[src/rtl/dnn_accel_system_pio_in.sv]
// Avalon-MM input PIO: synchronised WIDTH-bit input, per-bit edge capture (W1C)
// and, when PIO_IN_IRQ_EN is defined, a masked level interrupt.
module dnn_accel_system_pio_in #(
  parameter int WIDTH       = 7,
  parameter int SYNC_STAGES = 2,
  parameter int EDGE_TYPE   = 0
) (
  input  logic             clk,
  input  logic             reset,
  input  logic [1:0]       address,
  input  logic             chipselect,
  input  logic             write,
  input  logic [31:0]      writedata,
  input  logic [WIDTH-1:0] in_port,
  output logic [31:0]      readdata,
  output logic             irq
);
  localparam int WARM = SYNC_STAGES + 1;
  localparam int CW   = $clog2(WARM + 1);

  logic [SYNC_STAGES-1:0][WIDTH-1:0] sync;
  logic [WIDTH-1:0] data_in, data_d1, edges, edge_cap, irq_mask;
  logic [CW-1:0]    warm;
  logic             warm_done, wr_en;
  logic [31:0]      rd_mux;
  logic             unused_wdata;

  assign data_in      = sync[SYNC_STAGES-1];
  assign warm_done    = (warm == CW'(WARM));
  assign wr_en        = chipselect & write;
  assign unused_wdata = ^writedata;

  always_ff @(posedge clk) begin
    if (reset) begin
      sync    <= '0;
      data_d1 <= '0;
      warm    <= '0;
    end else begin
      sync    <= {sync[SYNC_STAGES-2:0], in_port};
      data_d1 <= data_in;
      if (!warm_done) warm <= warm + 1'b1;
    end
  end

  // Edges are masked until the chain has refilled after reset, so an input
  // held high through reset does not look like a rising edge.
  always_comb begin
    if (EDGE_TYPE == 0)      edges = data_in & ~data_d1;
    else if (EDGE_TYPE == 1) edges = ~data_in & data_d1;
    else                     edges = data_in ^ data_d1;
    if (!warm_done) edges = '0;
  end

  // New edges are OR-ed in after the clear, so set wins over write-1-to-clear.
  always_ff @(posedge clk) begin
    if (reset)
      edge_cap <= '0;
    else if (wr_en && address == 2'd3)
      edge_cap <= (edge_cap & ~writedata[WIDTH-1:0]) | edges;
    else
      edge_cap <= edge_cap | edges;
  end

`ifdef PIO_IN_IRQ_EN
  always_ff @(posedge clk) begin
    if (reset)
      irq_mask <= '0;
    else if (wr_en && address == 2'd2)
      irq_mask <= writedata[WIDTH-1:0];
  end
  assign irq = |(edge_cap & irq_mask);
`else
  assign irq_mask = '0;
  assign irq      = 1'b0;
`endif

  always_comb begin
    rd_mux = '0;
    case (address)
      2'd0:    rd_mux[WIDTH-1:0] = data_in;
      2'd2:    rd_mux[WIDTH-1:0] = irq_mask;
      2'd3:    rd_mux[WIDTH-1:0] = edge_cap;
      default: rd_mux = '0;
    endcase
  end

  always_ff @(posedge clk) begin
    if (reset) readdata <= '0;
    else       readdata <= rd_mux;
  end
endmodule

[config.mk]
export PLATFORM = sky130hd
export DESIGN_NAME = dnn_accel_system_pio_in
export DESIGN_NICKNAME = d
export VERILOG_FILES = /design/src/rtl/dnn_accel_system_pio_in.sv
export SDC_FILE = /design/constraint.sdc
export NUM_CORES = 1
export LEC_CHECK = 0
export BUFFER_PORTS_ARGS = -buffer_cell sky130_fd_sc_hd__buf_2
export CAP_MARGIN = 20
export CORE_MARGIN = 5
export CORE_UTILIZATION = 47
export DETAILED_ROUTE_END_ITERATION = 6
export GPL_ROUTABILITY_DRIVEN = 0
export PLACE_DENSITY_LB_ADDON = 0.05
export SLEW_MARGIN = 10
export SYNTH_ARGS = -nofsm -noshare
export SYNTH_HDL_FRONTEND = slang
export SYNTH_SLANG_ARGS = --single-unit
[constraint.sdc]
create_clock -name clk -period 2.9 [get_ports clk]
set_input_delay 0.58 -clock clk [delete_from_list [all_inputs] [get_ports clk]]
set_output_delay 0.58 -clock clk [all_outputs]
set_load 0.005 [all_outputs]
# After elaboration in Yosys (flattened, before gate mapping)
# Cells that the tools add are included.
dict set report word_totals {
  regBits 62
  inputBits 45
  out_inout_bits 33
  elab_cells 22
}
dict set report classes {
  addsub 1
  n_eq_ne 2
  mux 3
  bitwise 7
  n_reduce_logical 2
}
# op count
set op_table {}
lappend op_table {{$and 7x7->7} 2}
lappend op_table {{$mux 7} 2}
lappend op_table {{$not 7->7} 2}
lappend op_table {{$or 7x7->7} 2}
lappend op_table {{$pmux 7 s2} 1}
lappend op_table {{$eq 2x2->1 const B} 2}
lappend op_table {{$add 2x1->2 const B} 1}
lappend op_table {{$logic_not 2->1} 1}
lappend op_table {{$and 1x1->1} 1}
lappend op_table {{$logic_and 1x1->1} 1}

# Depth between registers and ports, before layout
dict set report logic_depth {
  depth_word 5
  mapped_depth 5
  depth_no_buf 4
}

# Least setup slack after synthesis
# OpenSTA, ideal clock, no wires.
dict set report synth_timing {
  kind {input to register}
  start {input port address[0]}
  end {register readdata[0]}
  setup_ps 64
  arrival_time_ps 1301
  required_time_ps 2836
  slack_ps 1535
  cell_stages 5
  n_path_buf 1
  cell_sequence {inv_1 -> ha_1 -> or2_1 -> buf_2 -> nor2_1}
}
dict set report synth_via {
  elab_chain_len 2
  word_cells_on_any_way 3
  classes_between {eq/ne: 1; mux: 1; reduce/logical: 1}
}
# item line_no
set synth_rtl {}
lappend synth_rtl {{from (decl)} 10} ;# input logic [1:0] address,
lappend synth_rtl {{$eq 2x2->1 or $logic_not 2->1 (tied branches)} 79} ;# case (address)
lappend synth_rtl {{$pmux 7 s2 *} 79}
lappend synth_rtl {{to (signal assigned)} 89} ;# else readdata <= rd_mux;
lappend synth_rtl {{to (decl)} 15} ;# output logic [31:0] readdata,
# Every way passes the cells marked *; elsewhere a longest branch is shown, timed or not.
# A chain may end at the register's enable or synchronous reset.

# Worst setup path after layout
dict set report layout_timing {
  start {register readdata[5]}
  end {output port readdata[5]}
}
# No word-level cell between the ends.

==> impl_results.rst <==
.. list-table::
   :header-rows: 1

   * - Metric
     - Value
   * - Cell-by-cell listing of the critical path
     - buf_2
   * - Number of core rows
     - 20
   * - Cell variety after synth
     - 18
   * - Total wire length
     - approximately 2.4 mm
   * - Capture point of the worst reg-to-reg path
     - warm[1]
   * - Pre-antenna DRT Iters
     - 4
   * - Final TNS setup
     - 0 ns
   * - Number of antenna violations at the first check in global routing
     - 0
   * - Filler Cells Inserted
     - about 270
   * - Cell depth of the worst hold path
     - 2
   * - Vias in the first global route
     - about 840
   * - Post-synthesis instance area
     - ~1500 um^2
   * - Iteration-0 DRC count of the detailed router
     - 32
   * - Starting Density
     - between 40% and 50%
   * - Arrival time at the worst endpoint
     - slightly below 0.8 ns
   * - Via count
     - 918
   * - Clock tree from TritonCTS
     - built
   * - Startpoint of the tightest hold check path
     - in_port[6]
   * - Mean routed wirelength per cell
     - ~12 um
   * - Final layout net count
     - roughly 220
   * - Leakage power of the design
     - around 0.7 nW
   * - Number of top-level design ports
     - a little under 80
   * - Max Fclk
     - roughly 740 MHz
   * - GRT Util Overall
     - approximately an eighth
   * - Worst vdd rail ir drop
     - around 0.00034 V
   * - Clk pin slew, worst setup/hold paths
     - around 0.11 ns
   * - Slowest cell on the critical path
     - sky130_fd_sc_hd__dfxtp_1
   * - Post-DP HPWL
     - around 1.7 mm
   * - Post-synthesis sequential element count
     - 37
   * - Endpoint of the worst hold path
     - sync[6]
   * - Power per standard cell area
     - roughly 630 nW/um^2
   * - Synth area leaders
     - sky130_fd_sc_hd__dfxtp_1, sky130_fd_sc_hd__buf_4, sky130_fd_sc_hd__nor2b_1
   * - Die Wd
     - about 66 um
   * - Final Skew
     - about 0.0038 ns
   * - Largest stage delay, worst path
     - 0.31 ns
   * - Classification of the worst-slack hold path
     - in2reg
   * - Clk Tree Root Cell
     - sky130_fd_sc_hd__clkbuf_4
   * - Kind of capture point of the worst setup path
     - output port
   * - Core Region
     - approximately 3000 um^2
   * - Result of the run
     - complete, no violations
   * - Warnings, synthesis
     - 0
   * - Worst reg-to-reg path cell count
     - 3
   * - CP top delay family
     - flip-flops
   * - Grt ovf
     - 0
   * - R2R Path Start
     - warm[0]
   * - Buf/Inv on CP
     - 1
   * - Final Cycle Share
     - between 40% and 50%
   * - Die outline height
     - around 66 um
   * - Worst Setup Path Type
     - reg2out
   * - Rel. slew slack
     - approximately 62%
   * - H-tree level count
     - 2
   * - Count of endpoints failing setup in the final report
     - 0
   * - Number of clock buffers inserted by TritonCTS
     - 5
   * - Final hold violation count
     - 0
   * - Count of unresolved DRC violations after routing
     - 0
   * - Max-slew violation total from the final report
     - 0
   * - Maximum number of pins on one net before global-route repair
     - 35
   * - Share of cells above drive strength 1
     - about a fifth
   * - Crit path from
     - readdata[5]
   * - Source-to-sink clock delay at the later pin of the worst-skew pair
     - around 0.34 ns
   * - RSZ-0062 raised after global routing
     - no
   * - Average footprint of a synthesized cell
     - roughly 10 um^2
   * - Area occupied by registers
     - 740.7 um^2
   * - Count of buffers from port buffering
     - 26
   * - CTS sink cnt
     - 37
   * - Area of the multi-input gates
     - between 500 and 600 um^2
   * - Max-capacitance violation count
     - 0
   * - Worst reg2reg setup slack
     - 1.69 ns
   * - Cell taking the most area after synthesis
     - sky130_fd_sc_hd__dfxtp_1
   * - Post-DR vias/cell
     - around 4.5
   * - Final antenna-violating net count
     - 0
   * - Slew at the pin with the worst max-slew slack
     - between 0.5 and 0.6 ns
   * - Count of hold buffers inserted by post-cts repair
     - 0
   * - Area growth from synthesis to layout
     - 7.983%
   * - Most common cell after layout, fill and taps aside
     - sky130_fd_sc_hd__dfxtp_1
   * - Area of the die
     - between 4000 and 5000 um^2
   * - Worst-path fanout max
     - 1
   * - Post-Synthesis Cells
     - between 100 and 150
   * - Part of the Yosys area used for sequential elements
     - around half
   * - N_diodes
     - 0
   * - Startpoint class of the critical path
     - flip-flop
   * - PostCTS Resize Cnt
     - 0
   * - WP data required
     - ~2.3 ns
   * - Fin crit period
     - between 1 and 1.5 ns
   * - Number of buffers on the longest clock path
     - 2
   * - Yosys top cell area share
     - 50.82%
   * - Overall power
     - between 0.0009 and 0.001 W
   * - First-pass GRT wire length
     - 3.753 mm
   * - Setup fix buffers added after clock tree synthesis
     - 0
   * - Commonest cells after routing, fill and taps aside
     - sky130_fd_sc_hd__dfxtp_1, sky130_fd_sc_hd__conb_1, sky130_fd_sc_hd__buf_2
==> per-layer routing <==
metal | up-vias | routed length, um | track usage, %
met3 | 6 | 216 | 5.128
li1 | 469 | - | -
met2 | 45 | 1012 | 17.15
met1 | 398 | 1105 | 14.18
met4 | 0 | 46 | 6.218
met5 | - | 0 | 0
==> power breakdown <==
group	switching (W)	internal, W	leakage [nW]	total (W)
combinational	0.0000456	0.0000310	0.365	0.0000766
clock	0.000167	0.000206	0.0455	0.000373
sequential	0.00000801	0.000528	0.302	0.000536
total	0.000220	0.000765	0.712	0.000986
==> worst max path at each step <==
stage | to | slack [ns] | cells past startpoint
2_1_floorplan | readdata[0] | 1.54 | 5
3_3_place_gp | edge_cap[3] | 1.25 | 4
6_report | readdata[5] | 1.55 | 1
5_1_grt | readdata[5] | 1.49 | 1
4_1_cts | readdata[5] | 1.53 | 1
3_5_place_dp | edge_cap[4] | 1.27 | 4
==> cell usage after synthesis <==
cell,count
sky130_fd_sc_hd__or2_1,1
sky130_fd_sc_hd__buf_4,27
sky130_fd_sc_hd__mux2i_1,1
sky130_fd_sc_hd__nor2_1,11
sky130_fd_sc_hd__dfxtp_1,37
sky130_fd_sc_hd__a22oi_1,7
sky130_fd_sc_hd__and2b_1,4
sky130_fd_sc_hd__nor2b_1,24
sky130_fd_sc_hd__ha_1,3
sky130_fd_sc_hd__clkbuf_2,1
sky130_fd_sc_hd__nor2_2,1
sky130_fd_sc_hd__inv_1,6
sky130_fd_sc_hd__conb_1,1
sky130_fd_sc_hd__nand4_1,7
sky130_fd_sc_hd__xor2_1,1
sky130_fd_sc_hd__a32o_1,7
sky130_fd_sc_hd__buf_2,3
sky130_fd_sc_hd__buf_6,1
==> metrics by stage <==
| step | std cells | area [um^2] | hold slack [ns] | utilization [%] | setup WS [ns] |
|---|---|---|---|---|---|
| after floorplan | 168 | 1551 | 0.4109 | - | 1.535 |
| after global placement | 195 | 1489 | 0.4156 | 49.58 | 1.250 |
| after detailed placement | 195 | 1489 | 0.4185 | 49.58 | 1.272 |
| after CTS | 203 | 1574 | 0.4230 | 52.42 | 1.533 |
| after global routing | 203 | 1574 | 0.4211 | 52.42 | 1.490 |
| final | 203 | 1574 | 0.4410 | 52.42 | 1.555 |
==> cell type report <==
type / instances / share of cell area [%]
Timing Repair Buffer: 26 / 8.267
Inverter: 6 / 1.431
Multi-Input combinational cell: 93 / 35.21
Clock buffer: 7 / 3.498
Sequential cell: 37 / 47.06
Clock inverter: 1 / 1.908
Tap cell: 33 / 2.623
==> flip-flops by register name (all words and copies together), names as in the netlist <==
register,count
edge_cap,7
warm,2
data_in,7
sync,7
data_d1,7
readdata,7
==> cells by family (layout without fill, tap and decap cells) <==
group | Yosys count | count (layout) | share of synthesized area, %
XOR/XNOR | 1 | 1 | 0.6010
multiplexers | 1 | 1 | 0.6867
AO/OA/AOI/OAI | 14 | 14 | 8.412
AND/OR/NAND/NOR | 48 | 48 | 19.06
adder cells (fa/ha/maj) | 3 | 3 | 2.575
buffers and inverters | 38 | 40 | 17.60
flip-flops | 37 | 37 | 50.82
other | 1 | 26 | 0.2573
(Power assumes the default switching activity.)
